`src/rtl/sincos_cordic.sv`:
```
// sincos_cordic: iterative CORDIC sine/cosine generator.
//
// A start pulse in IDLE captures theta (unsigned 4.8, 0x648 = 2*pi), folds it
// into one quadrant, runs ITERATIONS rotation-mode micro-rotations on a 20-bit
// (16 fraction bit) x/y/z datapath, then maps the result back to the original
// quadrant and registers it. done pulses ITERATIONS+2 cycles after acceptance.
//
// Ports:
//   Clk      in   system clock, all state on rising edge
//   Reset    in   synchronous active-high reset
//   start    in   one-cycle request, sampled only in IDLE
//   theta    in   [11:0] unsigned angle, 4.8 fixed point
//   busy     out  high from the cycle after acceptance through the done cycle
//   done     out  one-cycle pulse when sin_out/cos_out update
//   sin_out  out  [11:0] signed 4.8 sine
//   cos_out  out  [11:0] signed 4.8 cosine
//
// Configuration macro: SINCOS_GAIN_COMP_EN
//   defined   -> x starts at K = 0.607253, outputs have unit amplitude
//   undefined -> x starts at 1.0, outputs carry the CORDIC gain (~1.6468)

module sincos_cordic #(
    parameter int unsigned ITERATIONS = 14
) (
    input  logic        Clk,
    input  logic        Reset,
    input  logic        start,
    input  logic [11:0] theta,
    output logic        busy,
    output logic        done,
    output logic [11:0] sin_out,
    output logic [11:0] cos_out
);

    typedef enum logic [1:0] {IDLE, ROT, OUT} state_t;

`ifdef SINCOS_GAIN_COMP_EN
    localparam logic signed [19:0] X_INIT = 20'sh09B75;
`else
    localparam logic signed [19:0] X_INIT = 20'sh10000;
`endif

    localparam logic [3:0] LAST_ITER = 4'(ITERATIONS - 1);

    state_t             state, state_nxt;
    logic [3:0]         iter;
    logic [1:0]         quad, quad_dec;
    logic signed [19:0] x, y, z;
    logic [11:0]        t_red, resid;
    logic signed [19:0] atan_i, sin_map, cos_map;
    logic               load, rotate, update, busy_nxt, done_nxt;

    // State register
    always_ff @(posedge Clk) begin
        if (Reset) state <= IDLE;
        else       state <= state_nxt;
    end

    // Next-state logic
    always_comb begin
        state_nxt = state;
        case (state)
            IDLE:    if (start) state_nxt = ROT;
            ROT:     if (iter == LAST_ITER) state_nxt = OUT;
            OUT:     state_nxt = IDLE;
            default: state_nxt = IDLE;
        endcase
    end

    // Output / control decode. busy and done are registered from these so
    // busy stays high through the cycle in which done is asserted.
    always_comb begin
        load     = (state == IDLE) && start;
        rotate   = (state == ROT);
        update   = (state == OUT);
        busy_nxt = (state != IDLE) || start;
        done_nxt = (state == OUT);
    end

    // Single-wrap angle reduction and quadrant fold of the incoming theta
    always_comb begin
        t_red = (theta > 12'h648) ? (theta - 12'h648) : theta;
        if (t_red < 12'h192) begin
            quad_dec = 2'd0;
            resid    = t_red;
        end else if (t_red < 12'h324) begin
            quad_dec = 2'd1;
            resid    = t_red - 12'h192;
        end else if (t_red < 12'h4B6) begin
            quad_dec = 2'd2;
            resid    = t_red - 12'h324;
        end else begin
            quad_dec = 2'd3;
            resid    = t_red - 12'h4B6;
        end
    end

    // atan(2^-i) ROM, 16 fraction bits, rounded
    always_comb begin
        case (iter)
            4'd0:    atan_i = 20'sd51472;
            4'd1:    atan_i = 20'sd30386;
            4'd2:    atan_i = 20'sd16055;
            4'd3:    atan_i = 20'sd8150;
            4'd4:    atan_i = 20'sd4091;
            4'd5:    atan_i = 20'sd2047;
            4'd6:    atan_i = 20'sd1024;
            4'd7:    atan_i = 20'sd512;
            4'd8:    atan_i = 20'sd256;
            4'd9:    atan_i = 20'sd128;
            4'd10:   atan_i = 20'sd64;
            4'd11:   atan_i = 20'sd32;
            4'd12:   atan_i = 20'sd16;
            4'd13:   atan_i = 20'sd8;
            4'd14:   atan_i = 20'sd4;
            4'd15:   atan_i = 20'sd2;
            default: atan_i = '0;
        endcase
    end

    // Undo the quadrant fold
    always_comb begin
        case (quad)
            2'd0:    begin cos_map = x;  sin_map = y;  end
            2'd1:    begin cos_map = -y; sin_map = x;  end
            2'd2:    begin cos_map = -x; sin_map = -y; end
            default: begin cos_map = y;  sin_map = -x; end
        endcase
    end

    // Datapath and registered outputs
    always_ff @(posedge Clk) begin
        if (Reset) begin
            x       <= '0;
            y       <= '0;
            z       <= '0;
            iter    <= '0;
            quad    <= '0;
            busy    <= 1'b0;
            done    <= 1'b0;
            sin_out <= 12'h000;
            cos_out <= 12'h100;
        end else begin
            busy <= busy_nxt;
            done <= done_nxt;
            if (load) begin
                x    <= X_INIT;
                y    <= '0;
                z    <= $signed({resid, 8'h00});
                quad <= quad_dec;
                iter <= '0;
            end else if (rotate) begin
                // z >= 0 rotates counter-clockwise, negative z clockwise
                if (!z[19]) begin
                    x <= x - (y >>> iter);
                    y <= y + (x >>> iter);
                    z <= z - atan_i;
                end else begin
                    x <= x + (y >>> iter);
                    y <= y - (x >>> iter);
                    z <= z + atan_i;
                end
                iter <= iter + 4'd1;
            end
            if (update) begin
                sin_out <= 12'(sin_map >>> 8);
                cos_out <= 12'(cos_map >>> 8);
            end
        end
    end

endmodule
```
`config.mk`:
```
export PLATFORM = sky130hd
export DESIGN_NAME = sincos_cordic
export DESIGN_NICKNAME = d
export VERILOG_FILES = /design/src/rtl/sincos_cordic.sv
export SDC_FILE = /design/constraint.sdc
export NUM_CORES = 1
export LEC_CHECK = 0
export BUFFER_PORTS_ARGS = -buffer_cell sky130_fd_sc_hd__buf_2
export CORE_AREA = 8 8 209 211
export DETAILED_ROUTE_END_ITERATION = 12
export DIE_AREA = 0 0 217 219
export PLACE_DENSITY = 0.41
export SKIP_CTS_REPAIR_TIMING = 1
export SYNTH_ARGS = -nofsm -noshare
export SYNTH_HDL_FRONTEND = slang
export SYNTH_SLANG_ARGS = --single-unit
```
`constraint.sdc`:
```
create_clock -name Clk -period 6.25 [get_ports Clk]
set_clock_uncertainty 0.15 [all_clocks]
set_input_delay 0.9375 -clock Clk [delete_from_list [all_inputs] [get_ports Clk]]
set_output_delay 0.9375 -clock Clk [all_outputs]
set_load 0.02 [all_outputs]
```
# Word-level counts from Yosys, hierarchy flattened
# Memory sizes are Yosys's and may differ from the RTL's. A register that Yosys moved wholly into a read port is not among the register bits.
# Index checks and enable logic that the tools add are counted.
# op_classes
n_reduce_logical	8
n_mux	21
magnitude_cmp	4
shifts	2
eq_ne	7
n_addsub	13
# ops
cell	n
20-bit case mux with 3 select lines	2
20-bit 2-to-1 mux	5
20-bit adder	3
20-bit subtractor	3
12-bit 2-to-1 mux	4
20-bit negation	2
20-bit by 4-bit >>> shifter with 20-bit output	2
17-bit 2-to-1 mux	2
12-bit by 11-bit subtractor with 12-bit output (second input constant)	2
12-bit by 11-bit greater-than comparator with 1-bit output (second input constant)	1
12-bit by 10-bit < comparator with 1-bit output (second input constant)	1
12-bit by 11-bit < comparator with 1-bit output (second input constant)	1
12-bit by 9-bit < comparator with 1-bit output (second input constant)	1
12-bit by 10-bit subtractor with 12-bit output (second input constant)	1
12-bit by 9-bit subtractor with 12-bit output (second input constant)	1
2-bit 2-to-1 mux	4
4-bit 2-to-1 mux	2
4-bit by 1-bit adder with 4-bit output (second input constant)	1
2-bit by 1-bit equality test with 1-bit output (second input constant)	2
2-bit equality test (second input constant)	2
4-bit equality test (second input constant)	1
2-bit zero test	2
2-bit case mux with 2 select lines	1
2-bit nonzero test	2
7 further kinds	7
# word_totals
romBits	256
mem_count	1
ff_bits	94
output_inout_bits	26
# memory_table
name	words	word_bits	rd	rd_ports_with_merged_regs	write_ports	line_no	source
(name not given)	16	16	1	1	0	100	case (iter)

# Depth between registers and ports, before layout
# logic_depth
depth_word	7
depth_mapped	25

# Least setup slack after synthesis
# Ideal clock, no wire load.
# synth_timing
kind	register to register
startpoint	register iter[2]
endpoint	register x[19]
arrival_ns	4.709
path_slack_ns	1.320
path_buffers	5
setup_time_ns	0.070
stages_incl_launch_ff	24
required_ns	6.030
cell_sequence	dfxtp_1 buf_2 buf_2 clkbuf_1 clkbuf_1 buf_1 nand2_1 nand2_1 ha_1 nor2b_1 nand2_1 o21ai_0 xnor2_1 ha_1 or4_1 and3_1 a22o_1 a21oi_1 a311o_1 nand3_1 o41ai_1 xnor2_1 or3_1 a21oi_1
# synth_between
elab_chain_cells	3
# synth_lines
element	line_no	source
from (decl)	46	logic [3:0] iter;
from (signal assigned)	163	iter <= iter + 4'd1;
20-bit by 4-bit >>> shifter with 20-bit output *	155, 159	
20-bit subtractor / 20-bit adder (equally long branches)	155, 159	
20-bit 2-to-1 mux *	154	if (!z[19]) begin
to (signal assigned)	155	x <= x - (y >>> iter);
to (signal assigned)	159	x <= x + (y >>> iter);
to (decl)	48	logic signed [19:0] x, y, z;
# Every way passes the cells marked *; elsewhere a longest branch is shown, timed or not.
# A chain may end at the register's enable or synchronous reset.

# Final worst setup path
# layout_timing
startpoint	register iter[3]
endpoint	register x[19]
# Same word-level chain as after synthesis.

==> flow_summary.toml <==
[min_path]
hold_class = "register to register"

[synthesis]
seq_area_frac_synth_pct = 18.5
synth.cell_area_um2 = 11900
ys_types = 92
synth_commonest_cells = "nand2_1 (202), a21oi_1 (161), nor2_1 (151)"
synth_most_common_cell = "nand2_1"
avgSynthCellArea_um2 = 7.56
netlist.area_leader.share_pct = 18.5
synth_fp_nets = 1666
yosysTopAreaCell = "dfxtp_1"
ys.flop_type = "dfxtp_1"
syn_inst = 1573
yosysWarnings = 0
synth_edf_count = 0
ys_seq_elements = 110
synthTopCellsByArea = "dfxtp_1 (19%), ha_1 (7.9%), a21oi_1 (6.8%)"
synthArstFlopShare_pct = 0

[grt]
grt_use_total_pct = 16.1
antenna_found_initial = 0
grt_pass1_vias = 10700
overflow = 0
grt_max_degree = 54
grt_pass1_wl_um = 61600

[placement]
dp.final_hpwl_um = 29300
place_congestion = 0.875
port_buffers = 40
placed_cell_area_um2 = 12600
placed_cells = 2075

[timing]
fin_setup_tns_ns = 0
relSlewSlack_pct = 31.6
finalCriticalPeriod_ns = 5.59
rsz0062_at_grt = "false"
period_share_pct = 89.4
hold_violations = 0
setup_viol = 0
final_max_slew_viol_count = 0
fmax_mhz = 179
worst_slew_pin_slew_ns = 1.02

[setup_path]
arrival_ns = 5.75
worst_setup_path_end_kind = "register"
required_ns = 6.41
startpoint_type = "register"
path_max_fanout = 37
crit_type = "register to register"

[clock_network]
clock_path_buffers = 2
cts-root-buf = "clkbuf_16"
htreeDepth = 3
clk-insertion-delay-late_ns = 0.39
numCtsBuffers = 9
cts.reportedPaths.clkPinSlew_ns = 0.09
cts.sinks = 110
cts_tree = "built"

[final_layout]
final_cells = 2091
fin_area_um2 = 12900
fin_nets = 1647
fillCellCount = 4464
drive_gt1_share_pct = 11.5
antenna_cells = 0
multi_input_area_um2 = 9030
areaGrowthSynthToFinish_pct = 8.34
ff_latch_area_um2 = 2210

[die]
coreArea_um2 = 40400
ios = 41
row_count = 74
dieWidth_um = 217
start_util_pct = 29.4
fp.dieH_um = 219
dieArea_um2 = 47500

[power]
p_per_area_nw_per_um2 = 354
p_leak_nw = 5.17
vdd_ir_drop_max_v = 0.000120
p_total_mw = 4.56

[detailed_routing]
remaining_drc_errors = 0
drtIter0Drc = 779
ant_nets = 0
routedWlPerCell_um = 18.5
drtPass1Iterations = 6
viasPerCell = 5.42
via_count = 11300
drt_wl_total_um = 38600

[outcome]
status = "finished clean"

[run]
cap_violations = 0
[worst max-delay path, cell delays in order (launching register included)]
cell     delay, ns
dfxtp_2       0.86
mux4_1        0.43
nand2_1       0.09
nand2_1       0.10
o21ai_0       0.32
ha_1          0.23
nor2b_1       0.21
nand2_1       0.10
o21ai_0       0.24
xnor2_1       0.10
ha_1          0.23
or4_1         0.55
and3_1        0.21
a22o_1        0.21
a21oi_1       0.19
a311o_1       0.24
nand3_1       0.12
o41ai_1       0.34
xnor2_1       0.12
or3_1         0.31
a21oi_1       0.13
[per-layer routing]
metal / track usage, % / up-vias / part of all wire [%]
li1: - / 5653 / -
met1: 21.9 / 5453 / 48
met4: 4.22 / 0 / 1.9
met3: 2.75 / 35 / 3.5
met2: 26.1 / 186 / 47
met5: 0 / - / 0
[logic make-up after synthesis]
logic type	after synthesis	synth area share (%)
DFF	110	18.5
muxes	83	11.2
AOI/OAI and AO/OA	480	26.2
and+or+nand+nor	536	20.7
buffers and inverters	158	5.58
xor gates and xnor gates	128	9.49
adders and majority gates	78	8.40
[stage by stage]
step                setup WS [ns]  hold WS (ns)  utilization (%)
floorplan                    1.32         0.286                -
global placement            0.544         0.293             31.2
detailed placement          0.528         0.296             31.2
CTS                         0.503         0.308             31.9
global route                0.172         0.323             31.9
finish                      0.660         0.304             31.9
[final cells by class]
type	count	area share (%)
clock buffer	10	1.86
tap	532	5.17
inverter	50	1.46
clock inverter	6	0.340
multi-input combinational	1305	70.2
timing repair buffer	78	3.87
sequential	110	17.2
[flip-flops by register name, indices dropped and copies added (netlist names)]
name     cells
atan_i      16
busy         1
cos_out     12
done         1
iter         4
quad         2
sin_out     12
state        2
x           20
y           20
z           20
[power by group]
group / switching (mW) / leakage [nW] / internal, mW
sequential: 0.163 / 0.897 / 0.777
combinational: 1.71 / 4.13 / 1.31
clock: 0.318 / 0.145 / 0.286
[path summary, 6_finish.rpt]
check        startpoint          to  slack, ns  cells after the start
max reg2reg     iter[3]       x[19]       0.66                     20
max             iter[3]       x[19]       0.66                     20
min          sin_out[7]  sin_out[7]       0.30                      2
min reg2reg  sin_out[7]  sin_out[7]       0.30                      2
[cell usage in the layout, fill, tap and decap left out, drive strengths merged, types with 5 or more instances in the layout]
master	Yosys	final
xor2	50	50
dfxtp	110	110
o211ai	23	23
mux4	37	37
a21oi	165	165
xnor2	78	78
a21o	26	26
or3	9	9
or2	14	14
o21bai	6	6
a211oi	25	25
nor2	151	151
a31oi	27	27
o21ai	90	90
mux2	9	9
inv	49	52
nor2b	19	19
ha	75	75
buf	39	78
a22oi	5	5
nor4	10	10
a21boi	8	8
nor3	24	24
clkbuf	69	10
o22ai	13	13
nand2	202	202
and2	11	11
and3	14	14
or4	7	7
o31ai	11	11
nand3	34	34
o21a	13	13
nand2b	25	25
mux2i	37	37
Power figures use the tool's default switching activity.
